## config.mk

```make
export PLATFORM = sky130hd
export DESIGN_NAME = maze_solve_gen
export DESIGN_NICKNAME = d
export VERILOG_FILES = /design/src/rtl/maze_solve_gen.sv
export SDC_FILE = /design/constraint.sdc
export NUM_CORES = 1
export LEC_CHECK = 0
export CORE_ASPECT_RATIO = 1.2
export CORE_UTILIZATION = 35
export CTS_CLUSTER_SIZE = 12
export DETAILED_ROUTE_END_ITERATION = 8
export PLACE_DENSITY = 0.6
export SYNTH_ARGS = -nofsm -noshare
export SYNTH_HDL_FRONTEND = slang
export SYNTH_SLANG_ARGS = --single-unit
```

## constraint.sdc

```tcl
create_clock -name clk -period 3.65 [get_ports clk]
set_clock_uncertainty 0.15 [all_clocks]
set_input_delay 0.365 -clock clk [delete_from_list [all_inputs] [get_ports clk]]
set_output_delay 0.365 -clock clk [all_outputs]
set_load 0.03 [all_outputs]
```

## src/rtl/maze_solve_gen.sv

```systemverilog
// Wall-following maze solver sequencer. Issues forward moves and heading changes,
// chooses each new heading from side-opening sensing under a selectable turn policy,
// and reports done/fail with a move limit and a completion watchdog.
module maze_solve_gen #(
  parameter int unsigned HDNG_W   = 12,
  parameter int unsigned MV_CNT_W = 8,
  parameter int unsigned MAX_MV   = 200,
  parameter int unsigned TMO_CYC  = 1000000
) (
  input  logic                clk,
  input  logic                rst_n,
  input  logic                cmd_md,
  input  logic [1:0]          policy,
  input  logic                abort,
  input  logic                lft_opn,
  input  logic                rght_opn,
  input  logic                mv_cmplt,
  input  logic                sol_cmplt,
  output logic                strt_mv,
  output logic                strt_hdng,
  output logic [HDNG_W-1:0]   dsrd_hdng,
  output logic                stp_lft,
  output logic                stp_rght,
  output logic                busy,
  output logic                solved,
  output logic                failed,
  output logic [MV_CNT_W-1:0] mv_cnt
);

  localparam int unsigned         TmrW   = $clog2(TMO_CYC + 1);
  localparam logic [TmrW-1:0]     TmoVal = TmrW'(TMO_CYC);
  localparam logic [MV_CNT_W-1:0] MaxMv  = MV_CNT_W'(MAX_MV);

  typedef enum logic [2:0] {
    StIdle,
    StStrtMv,
    StWaitMv,
    StDecide,
    StStrtHdng,
    StWaitHdng,
    StDone,
    StFail
  } state_e;

  state_e              state_q;
  logic [1:0]          hdng_q;      // 0 = N, 1 = W, 2 = S, 3 = E
  logic                pref_lft_q;
  logic                alt_mode_q;
  logic [TmrW-1:0]     tmr_q;
  logic [MV_CNT_W-1:0] mv_cnt_q;

  logic [TmrW-1:0]     tmr_nxt;
  logic                tmo;
  logic [1:0]          turn;
  logic [1:0]          hdng_nxt;

  // Watchdog fires on the cycle whose increment would reach the limit.
  assign tmr_nxt = tmr_q + TmrW'(1);
  assign tmo     = (tmr_nxt == TmoVal);

  // Turn choice as a counter-clockwise quarter-turn count: left 1, right 3, reverse 2.
  always_comb begin
    turn = 2'd2;
    if (pref_lft_q) begin
      if (lft_opn) begin
        turn = 2'd1;
      end else if (rght_opn) begin
        turn = 2'd3;
      end
    end else begin
      if (rght_opn) begin
        turn = 2'd3;
      end else if (lft_opn) begin
        turn = 2'd1;
      end
    end
    hdng_nxt = hdng_q + turn;
  end

  // Main sequencer: state, heading, preference, move counter and watchdog timer.
  always_ff @(posedge clk or negedge rst_n) begin
    if (!rst_n) begin
      state_q    <= StIdle;
      hdng_q     <= 2'd0;
      pref_lft_q <= 1'b0;
      alt_mode_q <= 1'b0;
      tmr_q      <= '0;
      mv_cnt_q   <= '0;
    end else if (abort) begin
      state_q <= StIdle;
    end else begin
      unique case (state_q)
        StIdle: begin
          if (!cmd_md) begin
            state_q    <= StStrtMv;
            alt_mode_q <= (policy == 2'b10);
            pref_lft_q <= (policy == 2'b01);
            mv_cnt_q   <= '0;
          end
        end
        StStrtMv: begin
          if (mv_cnt_q != '1) begin
            mv_cnt_q <= mv_cnt_q + MV_CNT_W'(1);
          end
          tmr_q   <= '0;
          state_q <= StWaitMv;
        end
        StWaitMv: begin
          if (mv_cmplt) begin
            state_q <= StDecide;
          end else if (tmo) begin
            state_q <= StFail;
          end else begin
            tmr_q <= tmr_nxt;
          end
        end
        StDecide: begin
          if (sol_cmplt) begin
            state_q <= StDone;
          end else if (mv_cnt_q >= MaxMv) begin
            state_q <= StFail;
          end else begin
            hdng_q  <= hdng_nxt;
            state_q <= StStrtHdng;
            // Alternate policy flips preference only after this decision is taken.
            if (alt_mode_q) begin
              pref_lft_q <= ~pref_lft_q;
            end
          end
        end
        StStrtHdng: begin
          tmr_q   <= '0;
          state_q <= StWaitHdng;
        end
        StWaitHdng: begin
          if (mv_cmplt) begin
            state_q <= StStrtMv;
          end else if (tmo) begin
            state_q <= StFail;
          end else begin
            tmr_q <= tmr_nxt;
          end
        end
        StDone, StFail: begin
          if (cmd_md) begin
            state_q <= StIdle;
          end
        end
        default: state_q <= StIdle;
      endcase
    end
  end

  // Heading index to compass value.
  always_comb begin
    dsrd_hdng = '0;
    unique case (hdng_q)
      2'd0: dsrd_hdng = '0;
      2'd1: dsrd_hdng = {2'b00, {(HDNG_W - 2){1'b1}}};
      2'd2: dsrd_hdng = {1'b0, {(HDNG_W - 1){1'b1}}};
      2'd3: dsrd_hdng = {2'b11, {(HDNG_W - 2){1'b0}}};
      default: dsrd_hdng = '0;
    endcase
  end

  // Moore decodes of state plus preference and counter outputs.
  always_comb begin
    strt_mv   = (state_q == StStrtMv);
    strt_hdng = (state_q == StStrtHdng);
    solved    = (state_q == StDone);
    failed    = (state_q == StFail);
    busy      = !((state_q == StIdle) || (state_q == StDone) || (state_q == StFail));
    stp_lft   = pref_lft_q;
    stp_rght  = ~pref_lft_q;
    mv_cnt    = mv_cnt_q;
  end

endmodule

```

After elaboration in Yosys (flattened, before gate mapping)

Cells that the tools add are included.

Flip-flop bits (word level): 35
Bits of input ports: 10
Output and inout bits: 27
Word-level logic and storage cells: 81

$add $sub $neg: 3
Order comparisons: 1
Eq/ne operators: 23
Multiplexer cells: 26
Bitwise logic cells: 5
Reductions and logical operators: 17

Operator list:

| cell                                                | number |
|---|---|
| one-hot mux 12 bit (4 select lines)                 | 1 |
| 2-to-1 mux 20 bit                                   | 2 |
| one-hot mux 20 bit (2 select lines)                 | 1 |
| one-hot mux 3 bit (7 select lines)                  | 1 |
| adder 20 x 1 -> 20 bit, second input constant       | 1 |
| equality test 20 bit, second input constant         | 1 |
| 2-to-1 mux 3 bit                                    | 6 |
| 2-to-1 mux 8 bit                                    | 2 |
| one-hot mux 8 bit (2 select lines)                  | 1 |
| equality test 3 bit, second input constant          | 4 |
| 2-to-1 mux 2 bit                                    | 6 |
| inequality test 2 bit, second input constant        | 6 |
| AND reduction 4 bit                                 | 3 |
| adder 8 x 1 -> 8 bit, second input constant         | 1 |
| >= comparator 8 bit, second input constant          | 1 |
| inequality test 8 bit, second input constant        | 1 |
| equality test 2 bit, second input constant          | 3 |
| equality test 3 x 2 -> 1 bit, second input constant | 2 |
| inequality test 3 bit, second input constant        | 2 |
| AND reduction 6 bit                                 | 1 |
| nonzero test 2 bit                                  | 3 |
| OR reduction 2 bit                                  | 3 |
| 2-to-1 mux 1 bit                                    | 5 |
| NOT 1 bit                                           | 5 |
| 11 further kinds                                    | 13 |

Logic depth before layout (Yosys ltp)

Word-level depth: 6
Depth in mapped cells: 10
Mapped depth without buffers: 8

Worst setup path before layout

No wires, ideal clock.

Path type: reg2reg
From: register tmr_q[3]
To: register tmr_q[10]
Setup time: 0.126 ns
Data arrival time: 2.328 ns
Required time: 3.374 ns
Setup slack: 1.046 ns
Cell stages (with the launch flop): 11
Path buffers: 3
Clock period less this slack: 2.604 ns
Cell sequence: dfrtp_1 > buf_6 > and4_1 > clkbuf_1 > a2111oi_0 > a41o_2 > o2111ai_1 > o211ai_4 > nor2_4 > buf_6 > a221o_1

Word-level cells in the longest chain between the ends: 4
Elaborated cells between the ends (all ways): 7
Classes of those cells: 1 x add/sub; 2 x eq/ne; 3 x mux; 1 x reduce/logical

RTL lines:

| element                                                                                            | line         | text |
|---|---|---|
| from (decl)                                                                                        | 49           | `logic [TmrW-1:0] tmr_q;` |
| from (signal assigned)                                                                             | 114          | `tmr_q <= tmr_nxt;` |
| from (signal assigned)                                                                             | 141          | `tmr_q <= tmr_nxt;` |
| adder 20 x 1 -> 20 bit *                                                                           | 58           | `assign tmr_nxt = tmr_q + TmrW'(1);` |
| equality test 20 bit / 2-to-1 mux 20 bit (equally long branches)                                   | 59, 111, 138 |  |
| inequality test 2 bit (no source line) / 2-to-1 mux 20 bit (equally long branches)                 | n/a          |  |
| AND reduction 4 bit (no source line) / one-hot mux 20 bit (2 select lines) (equally long branches) | n/a          |  |

Mark *: on every way between the ends. The rest lies on a longest branch, timed or not. The select of a mux whose other input is x is not followed.
A chain may end at the register's enable or synchronous reset.

Final worst setup path

From: register tmr_q[3]
To: register tmr_q[0]

Word-level cells in the longest chain between the ends: 4

RTL lines:

| element                                | line | text |
|---|---|---|
| adder 20 x 1 -> 20 bit                 | 58   |  |
| equality test 20 bit                   | 59   | `assign tmo = (tmr_nxt == TmoVal);` |
| inequality test 2 bit (no source line) | n/a  |  |
| AND reduction 4 bit (no source line)   | n/a  |  |

No other way between the ends.

==> results.md <==
* Clk_lat worst skew at roughly 0.3 ns
* Largest net degree at the start of global routing at 36
* Full die area at 7860 sq um
* R2R Path End: tmr_q[0]$_DFFE_PN0P_
* Fmax at around 320 MHz
* Core Area at between 7000 and 8000 sq um
* Worst slack, placed at ~0.55 ns
* Critical path type: flop to flop
* Least-Margin Pin Slew at between 0.7 and 0.8 ns
* Levels on crit path at 7
* Crit path DAT at roughly 3.2 ns
* RSZ-0062 raised after global routing: no
* Startpoint types: flop
* Setup crit end kind: flop
* Slew Limit Fails at 0
* Antenna-violating nets left at 0
* Post-CTS resize count at 0
* Area Overhead vs Synth at 14.1%
* Minimum clock period at just over 3 ns
* Final net count at 334
* Total track usage at 16.4%
* Clock buffer depth at 2
* CP endpoint: tmr_q[0]$_DFFE_PN0P_
* Syn_area_per_cell at between 8 and 9 sq um
* Post-CTS Setup Bufs at 0
* GRT overflow at 0
* Die Width at roughly 81 um
* Net Count, Synth at around 320
* VDD IR max at approximately 580 uV
* Worst path required time at around 3.7 ns
* Vias per cell at about 5.5
* Tcrit/Tclk final at between 80 and 90%
* Post-synth EDFFs at 0
* Clock root buffer master: clkbuf_8
* Sink Count at 35
* PnR worst setup slack at 0.544 ns
* CP bufs+invs at 0
* Initial antenna violation count at 0
* CP max stage delay at a little over 0.6 ns
* CTS Hold Buffers Added at 0
* DRT iter0 DRCs at between 90 and 100
* R2R cell count at 7
* Mapped cell area at approximately 2600 sq um
* Async set-reset flop share out of synthesis at between 90% and 100%
* First-pass GRT wire length at 10100 um
* CTS clk-pin slew, worst paths at about 0.080 ns
* RR Startpoint: tmr_q[3]$_DFFE_PN0P_
* Routed wire length at 6100 um
* Pleak at 1.25 nW
* Layout cell share with drive strength beyond 1 at 11.6%
* Pre-antenna DRT Iters at 4
* WL/cell at approximately 15 um
* Synth area leader: dfrtp_1
* Row cnt at 34
* Post-synthesis cell type count at 61
* Slowest CP cell: or4_4
* Gpl congestion at about 0.75
* # DRC at 0
* Max transition margin at approximately 50%
* CP startpoint: tmr_q[3]$_DFFE_PN0P_
* Ant. Diodes at 0
* Commonest register cell after synthesis: dfrtp_1
* H-tree Lvls at 2
* Crit path cell chain: nand4_2 -> or4_4 -> mux2i_2 -> nand2_1 -> or3_4 -> a21oi_4 -> mux2_2
* I/O pin total at 37
* Setup TNS Final at 0 ns
* Port buffer count at 36
* Vias in the first global route at 2100
* CTS tree: yes
* Cell Pwr Density at a little under 500 nW/um^2
* Critical path peak fanout at 20
* Sequential area share after synthesis at 33.3%
* Status: complete, no violations
* Initial core utilization at around 36%
* Area contributors post-synth: dfrtp_1 33%, a221o_1 5.7%, nor3_1 5.0%
* Flop-to-flop setup slack at 0.54 ns
* Worst hold path type: input pin to asynchronous set/reset pin
* CP delay by family, top: simple AND/OR/NAND/NOR gates
* Synth Register Bits at 35
* Endpoints failing setup at 0
* Max_cap viols at 0
* Vias at approximately 2200
* Synth warn at 0
* Die Ht at 96.9 um
* Area share of the largest cell type after synthesis at around a third
* Detail Placement HPWL at approximately 4100 um
* Num CTS Buffers at 5
* Final hold vios at 0
* Mapped Cells at about 300
## worst register-to-register path, cell delays in order, from the launching register on
cell and delay (ns):
dfrtp_1 0.50, nand4_2 0.25, or4_4 0.61, mux2i_2 0.25
nand2_1 0.09, or3_4 0.42, a21oi_4 0.52, mux2_2 0.27
## worst min-delay path by stage
stage                                 from  depth (start not counted)                      to
global route                         rst_n                          2   mv_cnt[1]$_DFFE_PN0P_
floorplan                            rst_n                          0  alt_mode_q$_DFFE_PN0P_
CTS                                  rst_n                          2   mv_cnt[1]$_DFFE_PN0P_
global placement    alt_mode_q$_DFFE_PN0P_                          2  alt_mode_q$_DFFE_PN0P_
detailed placement  alt_mode_q$_DFFE_PN0P_                          2  alt_mode_q$_DFFE_PN0P_
finish                               rst_n                          2   mv_cnt[2]$_DFFE_PN0P_
## power by group
part	switching (mW)	total, mW	internal (mW)
registers	0.0399	0.456	0.416
logic	0.434	0.721	0.288
clock network	0.155	0.286	0.131
total	0.629	1.46	0.834
## cell type report
type	count	area [sq um]
tap	90	113
timing repair buffer	40	390
fill	723	4280
multi-input combinational	223	1490
clock inverter	3	15.0
inverter	12	45.0
clock buffer	5	68.8
sequential	35	876
## stage by stage
stage	power [mW]	cells	cell area, sq um	hold WS [ns]	utilization, %
2_1_floorplan	1.02	299	2630	-0.0806	-
3_3_place_gp	1.18	400	2910	0.383	40.0
3_5_place_dp	1.19	400	2910	0.389	40.0
4_1_cts	1.48	408	3000	0.366	41.2
5_1_grt	1.54	408	3000	0.383	41.2
6_report	1.46	408	3000	0.332	41.2
## state kept, by name, indices dropped and copies added (netlist names)
signal	cells
mv_cnt	8
hdng_q	2
state_q	3
stp_lft	1
tmr_q	20
alt_mode_q	1
## layer usage
metal | GRT usage [%] | wire length (um) | share of wire, % | vias to the layer above
met2 | 26.8 | 2970 | 49 | 67
met3 | 3.40 | 355 | 5.8 | 9
met1 | 21.1 | 2690 | 44 | 1052
met5 | 0 | 0 | 0 | -
li1 | - | - | - | 1119
met4 | 5.36 | 83 | 1.4 | 0
## placed cells by master (no fill, tap or decap), types with 2 or more instances in the layout
cell,n
and4_1,3
ha_1,7
nor3_1,26
clkbuf_8,5
o21ai_0,10
nand3b_1,2
nand2_1,26
dfrtp_1,35
a221o_1,15
nor4_1,5
or2b_2,2
a41o_2,2
or2_2,4
clkinv_2,3
clkdlybuf4s50_1,36
xor2_1,10
nand3_1,16
nand4_1,8
a31oi_1,3
and3_2,2
a21oi_1,5
xnor2_1,6
a22o_1,4
nor2_1,29
nand2b_1,2
and3_1,3
and2_1,2
mux2i_1,2
inv_1,12
buf_4,4
mux2_2,2
## Yosys cell counts, drive strengths merged (4+ instances only)
cell type	n
nor2	30
a22o	4
a221o	15
nand3	18
xor2	10
nor3	26
o21ai	10
nand4	9
dfrtp	35
inv	12
nand2	26
clkbuf	11
a21oi	6
or2	4
buf	18
ha	7
nor4	5
and3	5
xnor2	6
## cell families after synthesis
kind of cell             Yosys count  share of synthesized area, %
multiplexers                       5                          2.14
flip-flops                        35                          33.3
buffers and inverters             41                          9.96
AO/OA/AOI/OAI                     53                          17.0
adder cells (fa/ha/maj)            7                          3.33
AND/OR/NAND/NOR                  142                          28.9
XOR/XNOR                          16                          5.34
No activity file was read; power rests on OpenSTA's default activity.
